File: config.mk
export PLATFORM = sky130hd
export DESIGN_NAME = stream_demux_1to4_flat
export DESIGN_NICKNAME = d
export VERILOG_FILES = /design/src/rtl/stream_demux_1to4_if.sv /design/src/rtl/stream_demux_1to4.sv /design/src/flat_wrapper.sv
export SDC_FILE = /design/constraint.sdc
export NUM_CORES = 1
export LEC_CHECK = 0
export BUFFER_PORTS_ARGS = -buffer_cell sky130_fd_sc_hd__buf_2
export CAP_MARGIN = 40
export CORE_UTILIZATION = 53
export DETAILED_ROUTE_END_ITERATION = 12
export PLACE_DENSITY = 0.81
export SYNTH_ARGS = -nofsm -noshare
export SYNTH_HDL_FRONTEND = slang
export SYNTH_SLANG_ARGS = --single-unit
export TNS_END_PERCENT = 1
File: constraint.sdc
create_clock -name clk -period 3 [get_ports clk]
set_clock_uncertainty 0.15 [all_clocks]
set_input_delay 0.3 -clock clk [delete_from_list [all_inputs] [get_ports clk]]
set_output_delay 0.3 -clock clk [all_outputs]
set_load 0.01 [all_outputs]
File: src/rtl/stream_demux_1to4_if.sv
// Handshake bundle for the 1-to-4 stream demultiplexer: one tagged input stream, four output channels.
// Optional DEMUX_STATS_EN adds the per-channel frame counters and their clear input.
interface stream_demux_1to4_if #(
  parameter int WIDTH = 8
);
  logic [WIDTH-1:0]   in_data;
  logic [1:0]         in_sel;
  logic               in_last;
  logic               in_valid;
  logic               in_ready;
  logic [4*WIDTH-1:0] out_data;
  logic [3:0]         out_last;
  logic [3:0]         out_valid;
  logic [3:0]         out_ready;
  logic               sel_err;
`ifdef DEMUX_STATS_EN
  logic [4*8-1:0]     frame_cnt;
  logic               stats_clr;

  modport master (
    output in_data, in_sel, in_last, in_valid, out_ready, stats_clr,
    input  in_ready, out_data, out_last, out_valid, sel_err, frame_cnt
  );

  modport slave (
    input  in_data, in_sel, in_last, in_valid, out_ready, stats_clr,
    output in_ready, out_data, out_last, out_valid, sel_err, frame_cnt
  );
`else
  modport master (
    output in_data, in_sel, in_last, in_valid, out_ready,
    input  in_ready, out_data, out_last, out_valid, sel_err
  );

  modport slave (
    input  in_data, in_sel, in_last, in_valid, out_ready,
    output in_ready, out_data, out_last, out_valid, sel_err
  );
`endif
endinterface

File: src/rtl/stream_demux_1to4.sv
// Registered 1-to-4 stream demux with per-channel single-entry holding registers and frame locking.
// Define DEMUX_STATS_EN to add saturating per-channel frame counters (frame_cnt, stats_clr).
module stream_demux_1to4 #(
  parameter int WIDTH = 8
) (
  input  logic                clk,
  input  logic                reset,
  stream_demux_1to4_if.slave  bus
);

  typedef enum logic {
    IDLE   = 1'b0,
    LOCKED = 1'b1
  } state_e;

  state_e           state_q;
  logic [1:0]       lock_q;
  logic [3:0]       valid_q;
  logic [3:0]       valid_d;
  logic [3:0]       last_q;
  logic [WIDTH-1:0] data_q [4];
  logic             sel_err_q;

  logic [1:0]       dest;
  logic             in_ready_c;
  logic             accept;
  logic [3:0]       load;

  // NOTE: every signal written in an always_comb gets a default first, so no path leaves it unassigned and no latch is inferred.
  always_comb begin
    dest       = (state_q == LOCKED) ? lock_q : bus.in_sel;
    in_ready_c = ~valid_q[dest] | bus.out_ready[dest];
    accept     = bus.in_valid & in_ready_c;
    load       = 4'b0000;
    if (accept) begin
      load[dest] = 1'b1;
    end
    valid_d    = load | (valid_q & ~bus.out_ready);
  end

  // NOTE: sequential state uses non-blocking assignments only, so every register samples pre-edge values regardless of statement order.
  always_ff @(posedge clk or posedge reset) begin
    if (reset) begin
      state_q   <= IDLE;
      lock_q    <= 2'd0;
      valid_q   <= 4'b0000;
      last_q    <= 4'b0000;
      sel_err_q <= 1'b0;
      // NOTE: the holding registers are only four words and their payload is visible at the ports, so they are reset like control state.
      for (int k = 0; k < 4; k++) begin
        data_q[k] <= '0;
      end
    end else begin
      valid_q   <= valid_d;
      sel_err_q <= 1'b0;
      for (int k = 0; k < 4; k++) begin
        if (load[k]) begin
          data_q[k] <= bus.in_data;
          last_q[k] <= bus.in_last;
        end
      end
      case (state_q)
        IDLE: begin
          if (accept && !bus.in_last) begin
            state_q <= LOCKED;
            lock_q  <= bus.in_sel;
          end
        end
        LOCKED: begin
          if (accept) begin
            sel_err_q <= (bus.in_sel != lock_q);
            if (bus.in_last) begin
              state_q <= IDLE;
            end
          end
        end
        default: state_q <= IDLE;
      endcase
    end
  end

  always_comb begin
    for (int k = 0; k < 4; k++) begin
      bus.out_data[k*WIDTH +: WIDTH] = data_q[k];
    end
  end

  assign bus.in_ready  = in_ready_c;
  assign bus.out_valid = valid_q;
  assign bus.out_last  = last_q;
  assign bus.sel_err   = sel_err_q;

`ifdef DEMUX_STATS_EN
  logic [7:0] cnt_q [4];

  // Clear wins over a same-cycle frame completion; counters stick at 255.
  always_ff @(posedge clk or posedge reset) begin
    if (reset) begin
      for (int k = 0; k < 4; k++) begin
        cnt_q[k] <= 8'd0;
      end
    end else if (bus.stats_clr) begin
      for (int k = 0; k < 4; k++) begin
        cnt_q[k] <= 8'd0;
      end
    end else begin
      for (int k = 0; k < 4; k++) begin
        if (load[k] && bus.in_last && (cnt_q[k] != 8'hFF)) begin
          cnt_q[k] <= cnt_q[k] + 8'd1;
        end
      end
    end
  end

  always_comb begin
    for (int k = 0; k < 4; k++) begin
      bus.frame_cnt[k*8 +: 8] = cnt_q[k];
    end
  end
`endif

endmodule

File: src/flat_wrapper.sv
// flat-port wrapper written by rule: the top's interface ports become plain ports
module stream_demux_1to4_flat 
#(
  parameter int WIDTH = 8
)
  (clk, reset, bus_in_data, bus_in_sel, bus_in_last, bus_in_valid, bus_out_ready, bus_in_ready, bus_out_data, bus_out_last, bus_out_valid, bus_sel_err);
  stream_demux_1to4_if #(.WIDTH(WIDTH)) bus_i ();
  input  logic clk;
  input  logic reset;
  input wire logic [$bits(bus_i.in_data)-1:0] bus_in_data;
  input wire logic [$bits(bus_i.in_sel)-1:0] bus_in_sel;
  input wire logic [$bits(bus_i.in_last)-1:0] bus_in_last;
  input wire logic [$bits(bus_i.in_valid)-1:0] bus_in_valid;
  input wire logic [$bits(bus_i.out_ready)-1:0] bus_out_ready;
  output wire logic [$bits(bus_i.in_ready)-1:0] bus_in_ready;
  output wire logic [$bits(bus_i.out_data)-1:0] bus_out_data;
  output wire logic [$bits(bus_i.out_last)-1:0] bus_out_last;
  output wire logic [$bits(bus_i.out_valid)-1:0] bus_out_valid;
  output wire logic [$bits(bus_i.sel_err)-1:0] bus_sel_err;
  assign bus_i.in_data = bus_in_data;
  assign bus_i.in_sel = bus_in_sel;
  assign bus_i.in_last = bus_in_last;
  assign bus_i.in_valid = bus_in_valid;
  assign bus_i.out_ready = bus_out_ready;
  assign bus_in_ready = bus_i.in_ready;
  assign bus_out_data = bus_i.out_data;
  assign bus_out_last = bus_i.out_last;
  assign bus_out_valid = bus_i.out_valid;
  assign bus_sel_err = bus_i.sel_err;
  stream_demux_1to4 #(.WIDTH(WIDTH)) u_core (.clk(clk), .reset(reset), .bus(bus_i));
endmodule
# Word level (Yosys, flattened, before mapping)
# Index checks and enable logic that the tools add are counted.
[op_classes]
magnitude_cmp = 2
n_eq_ne = 1
n_mux = 14
bitwise_logic = 7
reduce_logical = 4
[ops]
columns = ["operator", "n"]
rows = [
  ["$mux 1", 8],
  ["$and 4x4->4", 1],
  ["$bmux 1 s2", 2],
  ["$mux 4", 1],
  ["$not 4->4", 1],
  ["$or 4x4->4", 1],
  ["$lt 2x3->1 const B", 1],
  ["$demux 1 s2", 1],
  ["$ge 2x1->1 const B", 1],
  ["$logic_and 1x1->1", 2],
  ["$mux 2", 1],
  ["$ne 2x2->1", 1],
  ["$not 1->1", 2],
  ["$pmux 1 s2", 1],
  ["$reduce_and 2->1", 1],
  ["$and 1x1->1", 1],
  ["$logic_not 1->1", 1],
  ["$or 1x1->1", 1],
]
[word_totals]
reg_bits = 44
input_bits = 18
out_inout_bits = 42
elab_cells = 40

# Logic depth before layout (Yosys ltp)
# Gate-level depths: netlist of the first run.
[depth]
ltp_word = 9
ltp_mapped = 5

# Least setup slack after synthesis of the first run
# Ideal clock, no wire load.
[synth_path]
kind = "register to register"
from = "register with a tool-made name"
to = "register u_core.lock_q[1]"
setup_time_ns = 0.128
t_arrival_ns = 1.534
t_required_ns = 2.722
slack_ns = 1.188
path_stages_with_launch = 6
path_buffers = 1
period_less_slack_ns = 1.812
path_cell_list = "dfrtp_1 buf_4 mux2i_4 mux2i_1 o32ai_2 mux2_1"
[synth_lines]
columns = ["element", "line_no", "text"]
rows = [
  ["end signal: assignment", "stream_demux_1to4.sv:66", "lock_q <= bus.in_sel;"],
  ["end: declaration", "stream_demux_1to4.sv:17", "logic [1:0] lock_q;"],
]

==> results of run 1 <==
-- sequential cells by signal, indices dropped and copies added (netlist names), named ones only --
signal and cells:
u_core.bus.out_last 4, u_core.bus.sel_err 1, u_core.lock_q 2, u_core.bus.out_valid 4
u_core.bus.out_data 32
-- layout make-up --
cell class	instances	area [µm²]	area share
tap	44	55.1	0.0244
sequential	44	1100	0.487
clock inverter	1	30.0	0.0133
clock buffer	7	65.1	0.0288
timing repair buffer	61	313	0.138
multi-input combinational	71	681	0.301
inverter	4	15.0	0.00664
-- power by group through the flow --
stage / registers (W) / logic, W / clock network (W)
2_1_floorplan: 0.00117 / 0.000491 / 0
4_1_cts: 0.00105 / 0.00101 / 0.000420
3_5_place_dp: 0.00107 / 0.00100 / 0
6_report: 0.00105 / 0.000988 / 0.000412
3_3_place_gp: 0.00104 / 0.000964 / 0
5_1_grt: 0.00109 / 0.00107 / 0.000444
-- metrics by stage --
step	instance area, µm²	util
after floorplan	1810	-
after global placement	2150	0.683
after detailed placement	2150	0.683
after CTS	2260	0.717
after global routing	2260	0.717
final	2260	0.717
-- critical path: cells and delay by family (launching register included) --
family   cells  cell delay [ps]
buf+inv      1              160
mux          3              940
flops        1              540
-- what timing repair did --
action	CTS	global route
hold buffers	1	0
resized for setup	0	0
hold endpoints to repair	18	0
buffers inserted	0	0
-- cell families (layout without fill, tap and decap cells) --
logic type	after synthesis	count (layout)	synth area share
muxes	44	44	0.277
DFF	44	44	0.609
and+or+nand+nor	21	21	0.0678
buffers and inverters	6	73	0.0145
AOI/OAI and AO/OA	4	4	0.0222
xor gates and xnor gates	2	2	0.00969
-- layer usage --
layer	global-route usage	vias up	part of all wire
met3	0.0725	12	0.055
met5	0	-	0
met2	0.385	45	0.51
met1	0.286	600	0.41
met4	0.103	0	0.023
li1	-	560	-
-- placed cells by master (no fill, tap or decap) --
| cell type | instances |
|---|---|
| and3_1 | 1 |
| buf_2 | 59 |
| buf_4 | 1 |
| bufinv_16 | 1 |
| clkbuf_4 | 5 |
| clkbuf_8 | 2 |
| clkinv_1 | 1 |
| dfrtp_1 | 44 |
| dlygate4sd3_1 | 1 |
| inv_1 | 3 |
| mux2_1 | 5 |
| mux2_2 | 33 |
| mux2i_1 | 5 |
| mux2i_4 | 1 |
| nand2_1 | 8 |
| nand2b_1 | 4 |
| nand3_1 | 1 |
| nand3_2 | 2 |
| nand4_2 | 2 |
| nor2_1 | 3 |
| o22ai_1 | 1 |
| o2bb2ai_1 | 1 |
| o32ai_2 | 1 |
| o41ai_1 | 1 |
| xnor2_1 | 2 |
-- worst paths after layout --
path	to	cells past startpoint	slack, ps
hold / removal	flop	2	40
setup reg to reg	u_core.lock_q[1]$_DFFE_PP0P_	4	920
hold reg to reg	u_core.bus.out_data[9]$_DFFE_PP0P_	1	350
min in group asynchronous	u_core.bus.out_data[31]$_DFFE_PP0P_	3	320
setup / recovery	bus_in_ready	4	540
max in group asynchronous	u_core.bus.out_last[2]$_DFFE_PP0P_	4	1650
==> metrics, run 1 <==
status finished, final reports clean; crit path max fanout 7; initial core utilization 0.573; Critical Path End Type primary output; Final Hold Fails 0; first-pass GRT wire length 5960 µm; largest net degree at the start of global routing 27; sequential fraction of the synthesis area 0.609; number of synthesized flops with an enable pin 0; cell taking the most area after synthesis dfrtp_1; die area 3650 µm²; crit path DAT 2010 ps; post-synthesis cell type count 20; final slew viol count 0; via count 1217; Max Fclk 0.407 GHz; Yosys reg bits 44; # rows 20; setup_tns 0 ps; total power 0.00245 W; Hold WC Path Type in2reg; CP required 2550 ps; Worst Setup Start Kind flop; Syn. warnings 0; H-tree Lvls 2; Max transition margin 0.559; peak supply drop 615 µV; most frequent cell after synthesis dfrtp_1; pre-CTS WS 955 ps; max incr delay on CP 540 ps; Logic pwr share 0.403; Tmin final 2460 ps; Die W 60.4 µm; Mean Syn Cell Area 14.9 µm²; period utilisation layout 0.820; RePlAce Congestion 0.947; Synthesized Nets 139; most frequent cells after synthesis dfrtp_1 (44), mux2_2 (33), nand2_1 (8); final setup fails 0; ys async rst share 1.00; top post-synthesis cells by area dfrtp_1 (61%), mux2_2 (21%), mux2_1 (3.1%); clk slew on worst S/H paths 140 ps; worst-margin pin slew 657 ps; IO buf count 59; Min Hold Slack 39.9 ps; GRT Total Usage 0.234; initial drt markers 68; Die Height 60.4 µm; FILL cells 237; switching share of total power 0.344; io pins 60; Post-synth top flop dfrtp_1; CTS tree built; most used cell, CP mux2i_1; final WL 3710 µm; Reg power frac 0.429; final cell count without fillers 232; core area 3150 µm²; area share of the largest cell type after synthesis 0.609; HPWL reported at the end of detailed placement 2740 µm; Post-Synthesis Cells 121; P_leak 1.12 nW; Mapped Area 1810 µm²; Cells after DPL 223; Longest Clk Path Bufs 2; Final nets 205; CP max stage cell dfrtp_1; Sink Count 44; number of CTS-inserted buffers 5; ANT cells 0; vias in the first global route 1243; drt wl/cell 16.0 µm; switching power 0.000844 W; critical path cell sequence mux2i_4 > mux2i_1 > mux2i_1 > buf_2; HP Start bus_in_last; clk root buf clkbuf_4; average vias per placed instance 5.25; post-route ant nets 0; Area growth, synth to finish 25.0%; RSZ-0062 raised after global routing no; DRC 0; Clk pwr share 0.168; Clock Latency Late Sink 370 ps; first drt pass iteration count 4; Congestion Overflow GR 0; PwrDens 1090 nW/µm²; Final WS setup 541 ps; cell internal pwr 0.00161 W; proportion of layout cells with a drive suffix above 1 0.569; max_cap viols 0; critical path class reg2out; initial antenna violation count 0
Note: power is estimated with default switching activity, not from simulation.
==> run 2: changes to the inputs <==
Settings changed: CORE_UTILIZATION 53 to 49, PLACE_DENSITY 0.81 to 0.76.
Clock period 3 ns to 2.3 ns, I/O delays scaled along.
==> run 2 against run 1 <==
Against the previous run: worst setup slack lost 410 ps; sequential power grew 30%; first-iteration DRC count shrank 47%; core utilization shrank 6.2 points; via count shrank 0.90%; register-to-register slack lost 580 ps; die area grew 7.9%; design area shrank 0.33%; sequential share of layout area grew 0.22 points; clock power grew 1%; clock-buffer cell count shrank 2; routed wire length shrank 3.1%; highest routed layer unchanged.
==> metrics, run 2 (same netlist as run 1, synthesis figures left out) <==
status finished, final reports clean (unchanged); Tmin final 2160 ps; dpl cell area 2160 µm² (was 2150 µm²); average vias per placed instance 5.20 (was 5.25); Final nets 206 (was 205); Longest Clk Path Bufs 2 (unchanged); vias in the first global route 1293 (was 1243); gr busiest metal met2 (unchanged); first-pass GRT wire length 6180 µm (was 5960 µm); core area 3440 µm² (was 3150 µm²); final cell count without fillers 232 (unchanged); first drt pass iteration count 4 (unchanged); met3 usage 0.0566 (was 0.0725); CP required 1920 ps (was 2550 ps); worst-margin pin slew 463 ps (was 657 ps); initial antenna violation count 0 (unchanged); RePlAce Congestion 0.856 (was 0.947); initial drt markers 36 (was 68); Worst Setup Start Kind flop (unchanged); flip-flop count of the largest register after layout 32 (unchanged); initial core utilization 0.525 (was 0.573); commonest cells after routing, fill and taps aside buf_2 (59), dfrtp_1 (43), mux2_2 (33), nand2_1 (8) (was buf_2 (59), dfrtp_1 (44), mux2_2 (33), nand2_1 (8)); final setup fails 0 (unchanged); final non-filler cell area 2250 µm² (was 2260 µm²); H-tree Lvls 2 (unchanged); die area 3940 µm² (was 3650 µm²); Setup Buffers After CTS 0 (unchanged); # rows 21 (was 20); largest net degree at the start of global routing 21 (was 27); Critical R2R Capture u_core.bus.out_data[8]$_DFFE_PP0P_ (was u_core.lock_q[1]$_DFFE_PP0P_); Clock Latency Late Sink 280 ps (was 370 ps); Hold WC Path Type in2reg (unchanged); io pins 60 (unchanged); Max transition margin 0.689 (was 0.559); Worst R2R Setup Slack 340 ps (was 920 ps); IO buf count 59 (unchanged); ANT cells 0 (unchanged); worst setup path end bus_in_ready (unchanged); crit path max fanout 7 (unchanged); HP Start bus_in_data[1] (was bus_in_last); GRT Total Usage 0.207 (was 0.234); routing usage on met2 0.346 (was 0.385); number of CTS-inserted buffers 5 (unchanged); proportion of layout cells with a drive suffix above 1 0.581 (was 0.569); clk root buf clkbuf_8 (was clkbuf_4); clk slew on worst S/H paths 70 ps (was 140 ps); DRC 0 (unchanged); Final Hold Fails 0 (unchanged); period utilisation layout 0.941; max_cap viols 0 (unchanged); critical path class reg2out (unchanged); peak supply drop 744 µV (was 615 µV); Area growth, synth to finish 24.6% (was 25.0%); Cells after DPL 226 (was 223); via count 1206 (was 1217); Critical Path End Type primary output (unchanged); final WL 3600 µm (was 3710 µm); R2R cell count 3 (was 4); CTS tree built (unchanged); post-route ant nets 0 (unchanged); P_leak 1.11 nW (was 1.12 nW); Die Height 62.7 µm (was 60.4 µm); Congestion Overflow GR 0 (unchanged); setup_tns 0 ps (unchanged); crit path DAT 1780 ps (was 2010 ps); HPWL reported at the end of detailed placement 2690 µm (was 2740 µm); final slew viol count 0 (unchanged); Die W 62.7 µm (was 60.4 µm); GR Layer Usage met1 0.257 (was 0.286); drt wl/cell 15.5 µm (was 16.0 µm); PwrDens 1370 nW/µm² (was 1090 nW/µm²); Max Fclk 0.462 GHz; RSZ-0062 raised after global routing no (unchanged); Sink Count 44 (unchanged); commonest non-fill, non-tap cell in the layout buf_2 (unchanged)
-- run 2: worst min path at each step --
| stage | to | slack [ps] | cells past startpoint |
|---|---|---|---|
| finish | u_core.bus.out_data[9]$_DFFE_PP0P_ | 60 | 2 |
| global route | u_core.bus.out_data[15]$_DFFE_PP0P_ | 60 | 2 |
| CTS | u_core.bus.out_data[15]$_DFFE_PP0P_ | 50 | 2 |
| detailed placement | u_core.bus.out_last[3]$_DFFE_PP0P_ | 50 | 2 |
| global placement | u_core.bus.out_last[3]$_DFFE_PP0P_ | 50 | 2 |
| floorplan | flop | 170 | 1 |
-- run 2: area by class of cell --
cell class	count	area, µm²
sequential	44	1100
tap	46	57.6
multi-input combinational	71	688
clock buffer	5	68.8
fill	273	1190
timing repair buffer	62	320
inverter	4	15.0
-- run 2: routing by layer --
metal  up-vias  part of all wire  routed length, µm
met3         5             0.058                210
met2        43              0.50               1810
li1        561                 -                  -
met1       597              0.42               1530
met4         0             0.013                 45
met5         -                 0                  0
-- run 2: per-stage QoR --
stage | utilization | setup WS [ps] | power [W] | hold WS, ps
2_1_floorplan | - | 488 | 0.00216 | 173
3_3_place_gp | 0.629 | 361 | 0.00262 | 49.3
3_5_place_dp | 0.629 | 236 | 0.00268 | 54.3
4_1_cts | 0.654 | 35.6 | 0.00312 | 49.7
5_1_grt | 0.654 | 40.0 | 0.00329 | 64.3
6_report | 0.654 | 136 | 0.00309 | 55.9
-- run 2: critical path, cell delays in order, from the launching register on --
cell     delay, ps
dfrtp_2        460
mux2i_4        360
mux2i_2        390
mux2i_1        130
buf_2          160
-- run 2: where the power goes --
part / total (W) / internal (W) / leakage, nW / switching [W]
Combinational: 0.00130 / 0.000668 / 0.545 / 0.000635
Clock: 0.000416 / 0.000196 / 0.0359 / 0.000221
Sequential: 0.00137 / 0.00116 / 0.525 / 0.000211
Total: 0.00309 / 0.00202 / 1.11 / 0.00107
-- run 2: repair_timing --
item                                    in CTS  in global routing
endpoints found under the setup margin       1                  1
endpoints found under the hold margin       12                  0
hold buffers                                 1                  0
gates resized for setup                      2                  1
